**src/rtl/wav_loader.sv**
```systemverilog
// wav_loader: parses a RIFF/WAVE file streamed over the HPS ioctl download
// port, captures the fmt chunk fields and writes the data chunk bytes into
// a sample ROM.
//
// Ports
//   clk_sys         sole clock, everything on its rising edge
//   reset           synchronous, active-high
//   ioctl_download  high while a download is in progress
//   ioctl_index     file index, only INDEX is accepted
//   ioctl_wr        one-cycle strobe qualifying ioctl_dout
//   ioctl_addr      byte offset within the file (sequential from 0)
//   ioctl_dout      file byte
//   rom_we/addr/data  sample ROM write port (one strobe per data byte)
//   wav_len         number of sample bytes written
//   wav_rate/chans/bits  fmt chunk fields
//   wav_valid/error/trunc  parse status
module wav_loader #(
    parameter int         ADDR_W = 17,
    parameter logic [7:0] INDEX  = 8'd0
) (
    input  logic              clk_sys,
    input  logic              reset,
    input  logic              ioctl_download,
    input  logic [7:0]        ioctl_index,
    input  logic              ioctl_wr,
    input  logic [24:0]       ioctl_addr,
    input  logic [7:0]        ioctl_dout,
    output logic              rom_we,
    output logic [ADDR_W-1:0] rom_addr,
    output logic [7:0]        rom_data,
    output logic [ADDR_W:0]   wav_len,
    output logic [31:0]       wav_rate,
    output logic [15:0]       wav_chans,
    output logic [15:0]       wav_bits,
    output logic              wav_valid,
    output logic              wav_error,
    output logic              wav_trunc
);

    localparam logic [3:0] S_IDLE  = 4'd0;
    localparam logic [3:0] S_RIFF  = 4'd1;
    localparam logic [3:0] S_RSIZE = 4'd2;
    localparam logic [3:0] S_WAVE  = 4'd3;
    localparam logic [3:0] S_CID   = 4'd4;
    localparam logic [3:0] S_CSIZE = 4'd5;
    localparam logic [3:0] S_FMT   = 4'd6;
    localparam logic [3:0] S_SKIP  = 4'd7;
    localparam logic [3:0] S_DATA  = 4'd8;
    localparam logic [3:0] S_DONE  = 4'd9;
    localparam logic [3:0] S_ERR   = 4'd10;

    localparam logic [31:0] TAG_RIFF = "RIFF";
    localparam logic [31:0] TAG_WAVE = "WAVE";
    localparam logic [31:0] TAG_FMT  = "fmt ";
    localparam logic [31:0] TAG_DATA = "data";

    // Tags are stored first-character-in-MSB, so file byte k is byte 3-k.
    function automatic logic [7:0] tag_byte(input logic [31:0] tag, input logic [1:0] idx);
        logic [7:0] ch;
        case (idx)
            2'd0:    ch = tag[31:24];
            2'd1:    ch = tag[23:16];
            2'd2:    ch = tag[15:8];
            default: ch = tag[7:0];
        endcase
        return ch;
    endfunction

    logic [3:0]        state_reg;
    logic              dl_prev_reg;
    logic [1:0]        cnt_reg;
    logic [31:0]       cid_reg;
    logic [31:0]       size_reg;
    logic [31:0]       csize_reg;
    logic [32:0]       off_reg;
    logic              fmt_seen_reg;
    logic              rom_we_reg;
    logic [ADDR_W-1:0] rom_addr_reg;
    logic [7:0]        rom_data_reg;
    logic [ADDR_W:0]   len_reg;
    logic [31:0]       rate_reg;
    logic [15:0]       chans_reg;
    logic [15:0]       bits_reg;
    logic              valid_reg;
    logic              error_reg;
    logic              trunc_reg;

    logic        idx_match;
    logic        dl_rise;
    logic        dl_fall;
    logic        byte_ok;
    logic [31:0] size_full;
    logic [32:0] off_next;
    logic        body_end;
    logic        data_end;
    logic [15:0] bits_new;
    logic        fmt_bad_format;
    logic        fmt_end_ok;

    always_comb begin
        idx_match = (ioctl_index == INDEX);
        dl_rise   = ioctl_download && !dl_prev_reg && idx_match;
        dl_fall   = !ioctl_download && dl_prev_reg;
        byte_ok   = ioctl_wr && ioctl_download && idx_match;
        // Size arrives LSB first; shifting in at the top leaves it aligned
        // after the fourth byte.
        size_full = {ioctl_dout, size_reg[31:8]};
        off_next  = off_reg + 33'd1;
        // Chunk bodies are word aligned: odd sizes carry one pad byte.
        body_end  = (off_next == ({1'b0, csize_reg} + {32'd0, csize_reg[0]}));
        data_end  = (off_next == {1'b0, csize_reg});
        bits_new  = bits_reg;
        if (off_reg == 33'd14) bits_new = {bits_reg[15:8], ioctl_dout};
        if (off_reg == 33'd15) bits_new = {ioctl_dout, bits_reg[7:0]};
        // audio_format must be exactly 16'h0001 (PCM).
        fmt_bad_format = ((off_reg == 33'd0) && (ioctl_dout != 8'd1)) ||
                         ((off_reg == 33'd1) && (ioctl_dout != 8'd0));
        fmt_end_ok = (csize_reg >= 32'd16) && ((bits_new == 16'd8) || (bits_new == 16'd16));
    end

    always_ff @(posedge clk_sys) begin
        rom_we_reg  <= 1'b0;
        // Sampled even during reset so a download held high across reset
        // is not mistaken for a new rising edge.
        dl_prev_reg <= ioctl_download;
        if (reset) begin
            state_reg    <= S_IDLE;
            cnt_reg      <= 2'd0;
            cid_reg      <= 32'd0;
            size_reg     <= 32'd0;
            csize_reg    <= 32'd0;
            off_reg      <= 33'd0;
            fmt_seen_reg <= 1'b0;
            rom_addr_reg <= '0;
            rom_data_reg <= 8'd0;
            len_reg      <= '0;
            rate_reg     <= 32'd0;
            chans_reg    <= 16'd0;
            bits_reg     <= 16'd0;
            valid_reg    <= 1'b0;
            error_reg    <= 1'b0;
            trunc_reg    <= 1'b0;
        end else if (dl_rise) begin
            state_reg    <= S_RIFF;
            cnt_reg      <= 2'd0;
            fmt_seen_reg <= 1'b0;
            len_reg      <= '0;
            valid_reg    <= 1'b0;
            error_reg    <= 1'b0;
            trunc_reg    <= 1'b0;
        end else if (dl_fall && (state_reg != S_IDLE)) begin
            if (((state_reg == S_DONE) || (state_reg == S_DATA)) && fmt_seen_reg)
                valid_reg <= 1'b1;
            else
                error_reg <= 1'b1;
            state_reg <= S_IDLE;
        end else if (byte_ok) begin
            case (state_reg)
                S_RIFF, S_WAVE: begin
                    if (ioctl_dout != tag_byte((state_reg == S_RIFF) ? TAG_RIFF : TAG_WAVE,
                                               ioctl_addr[1:0])) begin
                        state_reg <= S_ERR;
                        error_reg <= 1'b1;
                    end else if (ioctl_addr == 25'd3) begin
                        state_reg <= S_RSIZE;
                    end else if (ioctl_addr == 25'd11) begin
                        state_reg <= S_CID;
                    end
                end
                S_RSIZE: begin
                    if (ioctl_addr == 25'd7) state_reg <= S_WAVE;
                end
                S_CID: begin
                    cid_reg <= {cid_reg[23:0], ioctl_dout};
                    cnt_reg <= cnt_reg + 2'd1;
                    if (cnt_reg == 2'd3) state_reg <= S_CSIZE;
                end
                S_CSIZE: begin
                    size_reg <= size_full;
                    cnt_reg  <= cnt_reg + 2'd1;
                    if (cnt_reg == 2'd3) begin
                        csize_reg <= size_full;
                        off_reg   <= 33'd0;
                        if ((cid_reg == TAG_DATA) && !fmt_seen_reg) begin
                            state_reg <= S_ERR;
                            error_reg <= 1'b1;
                        end else if (size_full == 32'd0) begin
                            state_reg <= S_CID;
                        end else if (cid_reg == TAG_DATA) begin
                            state_reg <= S_DATA;
                        end else if (cid_reg == TAG_FMT) begin
                            state_reg <= S_FMT;
                        end else begin
                            state_reg <= S_SKIP;
                        end
                    end
                end
                S_FMT: begin
                    off_reg <= off_next;
                    case (off_reg)
                        33'd2:   chans_reg[7:0]   <= ioctl_dout;
                        33'd3:   chans_reg[15:8]  <= ioctl_dout;
                        33'd4:   rate_reg[7:0]    <= ioctl_dout;
                        33'd5:   rate_reg[15:8]   <= ioctl_dout;
                        33'd6:   rate_reg[23:16]  <= ioctl_dout;
                        33'd7:   rate_reg[31:24]  <= ioctl_dout;
                        33'd14,
                        33'd15:  bits_reg         <= bits_new;
                        default: ;
                    endcase
                    if (fmt_bad_format) begin
                        state_reg <= S_ERR;
                        error_reg <= 1'b1;
                    end else if (body_end) begin
                        if (fmt_end_ok) begin
                            fmt_seen_reg <= 1'b1;
                            state_reg    <= S_CID;
                        end else begin
                            state_reg <= S_ERR;
                            error_reg <= 1'b1;
                        end
                    end
                end
                S_SKIP: begin
                    off_reg <= off_next;
                    if (body_end) state_reg <= S_CID;
                end
                S_DATA: begin
                    off_reg <= off_next;
                    // The top bit of len_reg set means the ROM is full.
                    if (!len_reg[ADDR_W]) begin
                        rom_we_reg   <= 1'b1;
                        rom_addr_reg <= len_reg[ADDR_W-1:0];
                        rom_data_reg <= ioctl_dout;
                        len_reg      <= len_reg + 1'b1;
                    end else begin
                        trunc_reg <= 1'b1;
                    end
                    if (data_end) state_reg <= S_DONE;
                end
                default: ;
            endcase
        end
    end

    assign rom_we    = rom_we_reg;
    assign rom_addr  = rom_addr_reg;
    assign rom_data  = rom_data_reg;
    assign wav_len   = len_reg;
    assign wav_rate  = rate_reg;
    assign wav_chans = chans_reg;
    assign wav_bits  = bits_reg;
    assign wav_valid = valid_reg;
    assign wav_error = error_reg;
    assign wav_trunc = trunc_reg;

endmodule

```
**config.mk**
```make
export PLATFORM = sky130hd
export DESIGN_NAME = wav_loader
export DESIGN_NICKNAME = d
export VERILOG_FILES = /design/src/rtl/wav_loader.sv
export SDC_FILE = /design/constraint.sdc
export NUM_CORES = 1
export LEC_CHECK = 0
export CAP_MARGIN = 20
export CORE_ASPECT_RATIO = 1.75
export CORE_MARGIN = 8
export CORE_UTILIZATION = 50
export CTS_CLUSTER_DIAMETER = 120
export DETAILED_ROUTE_END_ITERATION = 8
export DONT_BUFFER_PORTS = 1
export GPL_TIMING_DRIVEN = 0
export PLACE_DENSITY = 0.68
export REMOVE_ABC_BUFFERS = 1
export SETUP_SLACK_MARGIN = 0.15
export SLEW_MARGIN = 20
export SYNTH_ARGS = -nofsm -noshare
export SYNTH_HDL_FRONTEND = slang
export SYNTH_SLANG_ARGS = --single-unit
```
**constraint.sdc**
```tcl
create_clock -name clk_sys -period 3.4 [get_ports clk_sys]
set_input_delay 1.02 -clock clk_sys [delete_from_list [all_inputs] [get_ports clk_sys]]
set_output_delay 1.02 -clock clk_sys [all_outputs]
set_load 0.01 [all_outputs]
```
## After elaboration in Yosys (flattened, before gate mapping)

Index checks and enable logic that the tools add are counted.

| storage, ports and cells | value |
|---|---|
| flip-flop bits (word level) | 248 |
| bits of input ports | 45 |
| logic and storage cells | 186 |

| cells by class | value |
|---|---|
| add/sub/neg operators | 4 |
| order comparisons | 1 |
| equal/unequal tests | 52 |
| muxes and demuxes | 42 |
| bitwise logic cells | 6 |
| reduce and logical (&&, ||, !) cells | 57 |

Operators by type and width:

| kind | count |
|---|---|
| $eq 33x3->1 const B | 4 |
| $eq 33x2->1 const B | 2 |
| $eq 33x4->1 const B | 2 |
| $pmux 33 s2 | 1 |
| $eq 32x31->1 const B | 2 |
| $mux 4 | 14 |
| $reduce_and 5->1 | 10 |
| $mux 8 | 6 |
| $add 32x1->33 | 1 |
| $add 33x1->33 const B | 1 |
| $eq 33x1->1 const B | 1 |
| $eq 33x32->1 | 1 |
| $eq 33x33->1 | 1 |
| $logic_not 33->1 | 1 |
| $mux 33 | 1 |
| $ge 32x5->1 const B | 1 |
| $logic_not 32->1 | 1 |
| $ne 4x4->1 const B | 8 |
| $pmux 4 s7 | 1 |
| $mux 27 | 1 |
| $eq 25x2->1 const B | 1 |
| $eq 25x3->1 const B | 1 |
| $eq 25x4->1 const B | 1 |
| $pmux 8 s3 | 1 |
| 41 further kinds | 98 |

## Logic depth before layout (Yosys ltp)

Gate-level depths: netlist (run 1).

| logic depth | value |
|---|---|
| depth in word-level cells | 14 |
| mapped depth | 12 |
| mapped depth without buffers | 10 |

## Worst setup path before layout (run 1)

No wires, ideal clock.

| path | value |
|---|---|
| path type | register -> register |
| start point | register off_reg[0] |
| end point | register fmt_seen_reg |
| setup time | 0.070 ns |
| arrival | 3.518 ns |
| path slack | -0.188 ns |
| cell stages (with the launch flop) | 11 |
| path buffers | 0 |
| clock period less this slack | 3.588 ns |
| cell sequence | dfxtp_1 -> ha_1 -> nand3_1 -> or3_4 -> or4_4 -> xnor3_1 -> a21boi_1 -> nand4b_1 -> or4_4 -> or4_1 -> a21oi_1 |

| between the ends | value |
|---|---|
| longest elaborated chain between the ends | 7 |
| elaborated cells on any way between the ends | 17 |
| those cells by class | 1 x add/sub; 6 x eq/ne; 2 x mux; 1 x bitwise; 7 x reduce/logical |

Ends and longest elaborated chain:

| element | RTL line | RTL |
|---|---|---|
| start, declared | 75 | `logic [32:0] off_reg;` |
| start signal, assigned | 199 | `off_reg <= off_next;` |
| start signal, assigned | 225 | `off_reg <= off_next;` |
| start signal, assigned | 229 | `off_reg <= off_next;` |
| parallel branches: the longest is 6 deep, another holds $add 33x1->33 | - |  |
| $reduce_and 6->1 (no source line) (*) | - |  |
| end signal, assigned | 133 | `fmt_seen_reg <= 1'b0;` |
| end signal, assigned | 146 | `fmt_seen_reg <= 1'b0;` |
| end signal, assigned | 216 | `fmt_seen_reg <= 1'b1;` |
| end, declared | 76 | `logic fmt_seen_reg;` |

Every way passes the cells marked *.
A chain may end at the register's enable or synchronous reset.

## Final worst setup path (run 1)

| path | value |
|---|---|
| start point | register off_reg[14] |
| end point | register fmt_seen_reg |

The elaborated chain is that of the path after synthesis.

==> impl_metrics.py, run 1 <==
metrics = {
    "run_status": {
        "outcome": "complete, but fails checks",
        "violations": "negative setup slack",
    },
    "layout": {
        "num_antenna_cells": 0,
        "largest_reg_flops": 33,
        "final_core_util_pct": 58.1,
        "drive_gt1_share_pct": 13.2,
        "final_nets": 1622,
        "syn_to_final_growth_pct": 14.1,
    },
    "cts": {
        "clockRootBuffer": "clkbuf_16",
        "insertion_delay_ns": 0.54,
        "cts.reportedPaths.clkPinSlew_ns": 0.07,
        "cts_tree": "yes",
        "cts_buffer_depth": 3,
        "cts.sinks": 240,
        "cts_buffers": 24,
        "htree_levels": 1,
    },
    "placed_design": {
        "gp_congestion": 0.993,
        "portBuffers": 0,
        "place_ws_ns": -1.17,
        "dp_hpwl_um": 26200,
    },
    "floorplanning": {
        "ios": 156,
        "die_h_um": 223,
        "core_um2": 24000,
        "start_util_pct": 50.9,
        "die_area_um2": 29900,
        "row_count": 75,
        "die_width_um": 134,
    },
    "critical_path": {
        "rr_worst_depth": 9,
        "crit_path_top_delay_cell": "or4_4",
        "path_buf_inv": 0,
        "critPathRequiredTime_ns": 3.85,
        "arrival_ns": 4.02,
        "endpoint_kind": "flop",
        "critPathMaxFanout": 7,
        "path_cells": "nand4_1 > or4_4 > or3_4 > a22o_1 > a2111oi_4 > nand4_1 > or4_4 > or4_1 > a21oi_1",
        "crit_family": "simple AND/OR/NAND/NOR gates",
        "slowest_delay_ns": 0.66,
        "path_class": "flop to flop",
        "cp-start-kind": "flop",
        "cp.depth": 9,
    },
    "sta": {
        "setup_slack_ns": -0.169,
        "setup_viol": 5,
        "hold_viol": 0,
        "rsz0062_at_grt": "yes",
        "fmax_mhz": 280,
        "tightest_slew_ns": 1.00,
        "maxSlewViolCount": 0,
        "relSlewSlack_pct": 33.2,
        "skew_ns": 0.0194,
        "fin_crit_sh_pct": 105,
        "fin_crit_ns": 3.57,
    },
    "grt": {
        "grt_pass1_vias": 11200,
        "grt_max_degree": 214,
        "grt_usage_pct": 25.1,
        "grt_pass1_wl_um": 60500,
        "grt_remaining_overflow": 0,
        "antenna_found_initial": 1,
    },
    "drt": {
        "routed_via_density": 6.05,
        "routed_wl_um": 38900,
        "route.detailed.drc": 0,
        "vias": 11500,
        "antenna_left": 0,
        "drt_iter0_drc": 963,
        "dr.pass1.iters": 7,
        "wl_per_cell_um": 20.5,
    },
    "synth": {
        "synth_edf_count": 0,
        "ys_top_cells_by_count": "nand2_1 (342), dfxtp_1 (240), a21oi_1 (181), nor2_1 (132), clkbuf_1 (95)",
        "netlist_top_cells_area": "dfxtp_1 (39%), nand2_1 (11%), a21oi_1 (7.4%)",
        "ys.warnings.count": 0,
        "yosysTopAreaCellShare_pct": 39.3,
        "synthCells": 1583,
        "yosysUniqueCellTypes": 76,
        "synthesis.area_um2": 12200,
        "async_reset_ff_share_pct": 0,
        "syn_avg_cell_area_um2": 7.72,
        "synth_top_area_cell": "dfxtp_1",
        "synth_ff_type": "dfxtp_1",
        "synth-seq-cells": 240,
        "synth_most_common_cell": "nand2_1",
        "seq_area_frac_synth_pct": 39.3,
    },
    "pwr": {
        "total_power_mw": 5.55,
        "pwr_density_cell_nw_per_um2": 398,
        "leakagePower_nw": 4.98,
        "max-vdd-ir-drop_uv": 384,
    },
    "flow_run": {
        "timing.max_cap.violations": 0,
    },
    "min_path": {
        "hold_depth": 2,
        "hp-class": "flop to flop",
    },
}
routing by layer:
layer | part of all wire (%) | global-route usage (%) | vias up | wire length (um)
met1 | 35 | 24.6 | 5418 | 13500
met5 | 0 | 0 | - | 0
li1 | - | - | 5452 | -
met4 | 6.9 | 16.0 | 0 | 2670
met2 | 53 | 46.9 | 437 | 20600
met3 | 5.3 | 4.29 | 158 | 2070
where the power goes:
group	leakage [nW]	total [mW]	internal [mW]	switching (mW)
registers	1.95	2.80	2.80	0.000757
clock network	0.398	2.73	1.57	1.16
logic	2.63	0.0249	0.0124	0.0126
cell type report:
type	count	area, um2
sequential	240	4880
tap	308	385
timing repair buffer	67	539
inverter	15	56.3
clock buffer	29	629
clock inverter	14	175
fill	2269	10100
multi-input combinational	1221	7280
final timing paths:
| path | from | end | slack, ns |
|---|---|---|---|
| worst max-delay path | off_reg[14] | fmt_seen_reg | -0.17 |
| worst min-delay path | size_reg[14] | csize_reg[6] | 0.46 |
| worst max register to register | off_reg[14] | fmt_seen_reg | -0.17 |
| worst min register to register | size_reg[14] | csize_reg[6] | 0.46 |
cells in the final DEF (no fill, tap or decap), types with 8 or more instances in the layout:
cell	netlist	routed
or3_1	25	22
o21ai_0	46	43
nand4_1	37	37
xnor2_1	61	60
a21oi_1	181	180
inv_1	15	15
nand2b_1	8	8
nor4_1	49	39
nand2_1	342	342
and3_1	17	14
xor2_1	35	35
nor3_1	33	29
dfxtp_4	0	16
or4_1	11	8
and2_1	18	18
nand3b_1	11	11
nand3_1	34	32
buf_4	1	58
mux2i_1	60	60
nor2_1	132	129
dfxtp_2	0	10
dfxtp_1	240	214
clkbuf_16	0	24
logic make-up (layout without fill, tap and decap cells):
| kind of cell | after synthesis | count (layout) | synth area share, % |
|---|---|---|---|
| simple gates | 771 | 772 | 30.3 |
| mux | 64 | 64 | 5.28 |
| flops | 240 | 240 | 39.3 |
| fa+ha+maj | 8 | 8 | 0.819 |
| compound gates | 277 | 277 | 12.7 |
| xor+xnor | 100 | 100 | 7.63 |
| buf+inv | 123 | 125 | 3.95 |
what timing repair did:
action,4_1_cts,5_1_grt
resized for setup,87,17
setup buffers,57,2
pin swaps,28,3
gates cloned,1,0
setup endpoints to repair,100,76
hold buffers,0,0
through the flow:
step                      hold WS (ns)  instances  setup TNS, ns  instance area [um2]
after floorplan                  0.439       1475         -36.41                11800
after global placement           0.459       1783        -219.07                12200
after detailed placement         0.464       1791         -84.51                12300
after CTS                        0.459       1892         -0.322                13800
after global routing             0.475       1894          -1.21                13900
final                            0.459       1894         -0.745                13900
worst min-delay path: stages (launching register included):
cell	delay, ns
dfxtp_1	0.32
nand2_1	0.06
a21oi_1	0.05
(Power assumes the default switching activity.)
==> run 2: changes to the inputs <==
--- a/config.mk
+++ b/config.mk
@@ -5,6 +5,7 @@
 export SDC_FILE = /design/constraint.sdc
 export NUM_CORES = 1
 export LEC_CHECK = 0
+export ABC_AREA = 1
 export CAP_MARGIN = 20
 export CORE_ASPECT_RATIO = 1.75
 export CORE_MARGIN = 8
==> impl_metrics.py, run 2 <==
metrics = {
    "drt": {
        "wl_per_cell_um": 20.8,
        "route.detailed.drc": 0,
        "drt_iter0_drc": 770,
        "routed_via_density": 5.73,
        "dr.pass1.iters": 5,
        "vias": 14100,
        "routed_wl_um": 51300,
        "antenna_left": 0,
    },
    "layout": {
        "final_cell_count_no_fill": 2467,
        "nFillCells": 2815,
        "stdcell_area_um2": 15000,
        "final_common_cell": "nand2_1",
        "drive_gt1_share_pct": 8.23,
        "num_antenna_cells": 0,
        "largest_reg_flops": 33,
        "syn_to_final_growth_pct": 10.4,
        "final_cell_mix": "nand2_1 (565), nor2_1 (239), dfxtp_1 (233)",
        "final_core_util_pct": 55.6,
        "final_nets": 2175,
    },
    "placed_design": {
        "portBuffers": 0,
        "gp_congestion": 0.999,
        "dp_hpwl_um": 40100,
        "place_area_um2": 13900,
        "place_ws_ns": -0.781,
        "dp.cells": 2413,
    },
    "synth": {
        "seq_area_frac_synth_pct": 35.3,
        "yosysUniqueCellTypes": 46,
        "synth_ff_type": "dfxtp_1",
        "ys.warnings.count": 0,
        "syn_avg_cell_area_um2": 6.33,
        "async_reset_ff_share_pct": 0,
        "synthesis.area_um2": 13600,
        "synth-seq-cells": 240,
        "ys_top_cells_by_count": "nand2_1 (573), nor2_1 (254), dfxtp_1 (240), inv_1 (221), o21ai_0 (191)",
        "synth_edf_count": 0,
        "synthCells": 2150,
        "netlist_top_cells_area": "dfxtp_1 (35%), nand2_1 (16%), o21ai_0 (7.0%)",
        "yosysTopAreaCellShare_pct": 35.3,
        "synth_top_area_cell": "dfxtp_1",
        "synth_most_common_cell": "nand2_1",
    },
    "pwr": {
        "swShare_pct": 23.3,
        "p_clk_share_pct": 47.3,
        "p_int_mw": 4.22,
        "pwr_density_cell_nw_per_um2": 366,
        "leakagePower_nw": 6.23,
        "seq_power_share_pct": 51.0,
        "max-vdd-ir-drop_uv": 432,
        "switchingPower_mw": 1.28,
        "combPwrFrac_pct": 1.7,
    },
    "cts": {
        "cts_buffers": 24,
        "cts.reportedPaths.clkPinSlew_ns": 0.07,
        "insertion_delay_ns": 0.54,
        "cts_tree": "yes",
        "cts_buffer_depth": 3,
        "clockRootBuffer": "clkbuf_16",
        "htree_levels": 1,
        "cts.sinks": 240,
    },
    "flow_run": {
        "timing.max_cap.violations": 0,
    },
    "sta": {
        "hold_viol": 0,
        "fin_crit_sh_pct": 98.5,
        "setup_slack_ns": 0.0523,
        "skew_ns": 0.0172,
        "tightest_slew_ns": 0.875,
        "rsz0062_at_grt": "yes",
        "setup_viol": 0,
        "tns_ns": 0,
        "fmax_mhz": 299,
        "fin_crit_ns": 3.35,
        "relSlewSlack_pct": 41.1,
        "maxSlewViolCount": 0,
    },
    "grt": {
        "grt_max_degree": 119,
        "grt_usage_pct": 30.7,
        "grt_pass1_vias": 13500,
        "antenna_found_initial": 0,
        "grt_pass1_wl_um": 77200,
        "grt_remaining_overflow": 0,
    },
    "critical_path": {
        "cp.depth": 11,
        "cp-endpoint": "wav_chans[15]",
        "endpoint_kind": "flop",
        "path_class": "flop to flop",
        "arrival_ns": 3.82,
        "r2r_start": "state_reg[0]",
        "r2r_slack_ns": 0.05,
        "critPathRequiredTime_ns": 3.87,
        "rr_worst_depth": 11,
        "crit_path_top_delay_cell": "nor3_2",
        "slowest_delay_ns": 0.71,
        "critPathMaxFanout": 16,
        "worstSetupStartpoint": "state_reg[0]",
        "path_buf_inv": 3,
        "path_cells": "nor2_1 > inv_1 > nor2_1 > nor3_1 > nor2_1 > inv_1 > nor3_1 > inv_2 > nor3_2 > o21ai_0 > a21oi_1",
        "cp-start-kind": "flop",
        "crit_top_cell": "nor2_1",
        "crit_family": "simple AND/OR/NAND/NOR gates",
        "timing.rr.end": "wav_chans[15]",
    },
    "floorplanning": {
        "row_count": 80,
        "die_area_um2": 33000,
        "die_h_um": 234,
        "core_um2": 27000,
        "die_width_um": 141,
        "start_util_pct": 50.4,
        "ios": 156,
    },
    "run_status": {
        "outcome": "finished, final reports clean",
    },
    "min_path": {
        "hold_depth": 2,
        "hp-class": "flop to flop",
    },
}
-- run 2: cell count changes in the layout (fill, tap and decap cells not counted), moves of 19 or more --
cell,before,now
a211oi_1,4,23
buf_4,58,10
dfxtp_1,214,233
inv_1,15,217
mux2i_1,60,1
nand2_1,342,565
nand2_2,0,22
nand3_1,32,131
nor2_1,129,239
nor2_4,0,19
o21ai_0,43,186
or3_1,22,0
xnor2_1,60,1
-- run 2: cell families (layout without fill, tap and decap cells) --
| logic type | Yosys count | after routing | synth area share [%] |
|---|---|---|---|
| buffers and inverters | 311 | 300 | 8.81 |
| muxes | 1 | 1 | 0.0735 |
| xor gates and xnor gates | 26 | 26 | 1.73 |
| adders and majority gates | 8 | 8 | 0.735 |
| DFF | 240 | 240 | 35.3 |
| AOI/OAI and AO/OA | 430 | 430 | 16.6 |
| and+or+nand+nor | 1134 | 1134 | 36.8 |
-- run 2: how the worst min path moves through the flow --
| stage | start | slack, ns | to |
|---|---|---|---|
| floorplan | cid_reg[2] | 0.44 | cid_reg[10] |
| global placement | cid_reg[2] | 0.46 | cid_reg[10] |
| detailed placement | cid_reg[2] | 0.46 | cid_reg[10] |
| CTS | cid_reg[2] | 0.47 | cid_reg[10] |
| global route | ioctl_download | 0.48 | dl_prev_reg |
| finish | cid_reg[20] | 0.48 | cid_reg[28] |
-- run 2: final cells by class --
class,count,area [um2],area share (%)
Timing Repair Buffer,20,250,1.67
Multi-Input combinational cell,1599,7890,52.5
Clock inverter,11,91.3,0.608
Tap cell,328,410,2.73
Inverter,237,911,6.06
Clock buffer,32,661,4.40
Sequential cell,240,4820,32.1
-- run 2: timing repair --
item | 4_1_cts | 5_1_grt
hold buffers | 0 | 0
endpoints found under the setup margin | 107 | 120
pin swaps | 2 | 7
buffers inserted | 2 | 9
resized for setup | 20 | 48
-- run 2: stage by stage --
stage	hold WS, ns	total power, mW
after floorplan	0.442	2.93
after global placement	0.455	2.96
after detailed placement	0.461	2.97
after CTS	0.472	5.54
after global routing	0.483	5.64
final	0.481	5.51
-- run 2: metal layers --
metal | part of all wire [%] | GRT usage [%] | vias up
li1 | - | - | 6999
met1 | 33 | 27.9 | 6475
met2 | 52 | 58.3 | 484
met3 | 5.9 | 5.81 | 188
met4 | 9.6 | 25.0 | 0
met5 | 0 | 0 | -
-- run 2: power groups by stage --
| stage | combinational (mW) | clock [mW] | sequential, mW |
|---|---|---|---|
| final | 0.0938 | 2.60 | 2.81 |
| after global routing | 0.102 | 2.74 | 2.81 |
| after CTS | 0.0934 | 2.64 | 2.81 |
| after detailed placement | 0.0931 | 0 | 2.87 |
| after global placement | 0.0898 | 0 | 2.87 |
| after floorplan | 0.0556 | 0 | 2.87 |
-- run 2: worst reg2reg max path, cell delays in order, from the launching register on --
cell,delay [ns]
dfxtp_1,0.38
nor2_1,0.15
inv_1,0.09
nor2_1,0.21
nor3_1,0.19
nor2_1,0.25
inv_1,0.21
nor3_1,0.49
inv_2,0.24
nor3_2,0.72
o21ai_0,0.19
a21oi_1,0.15
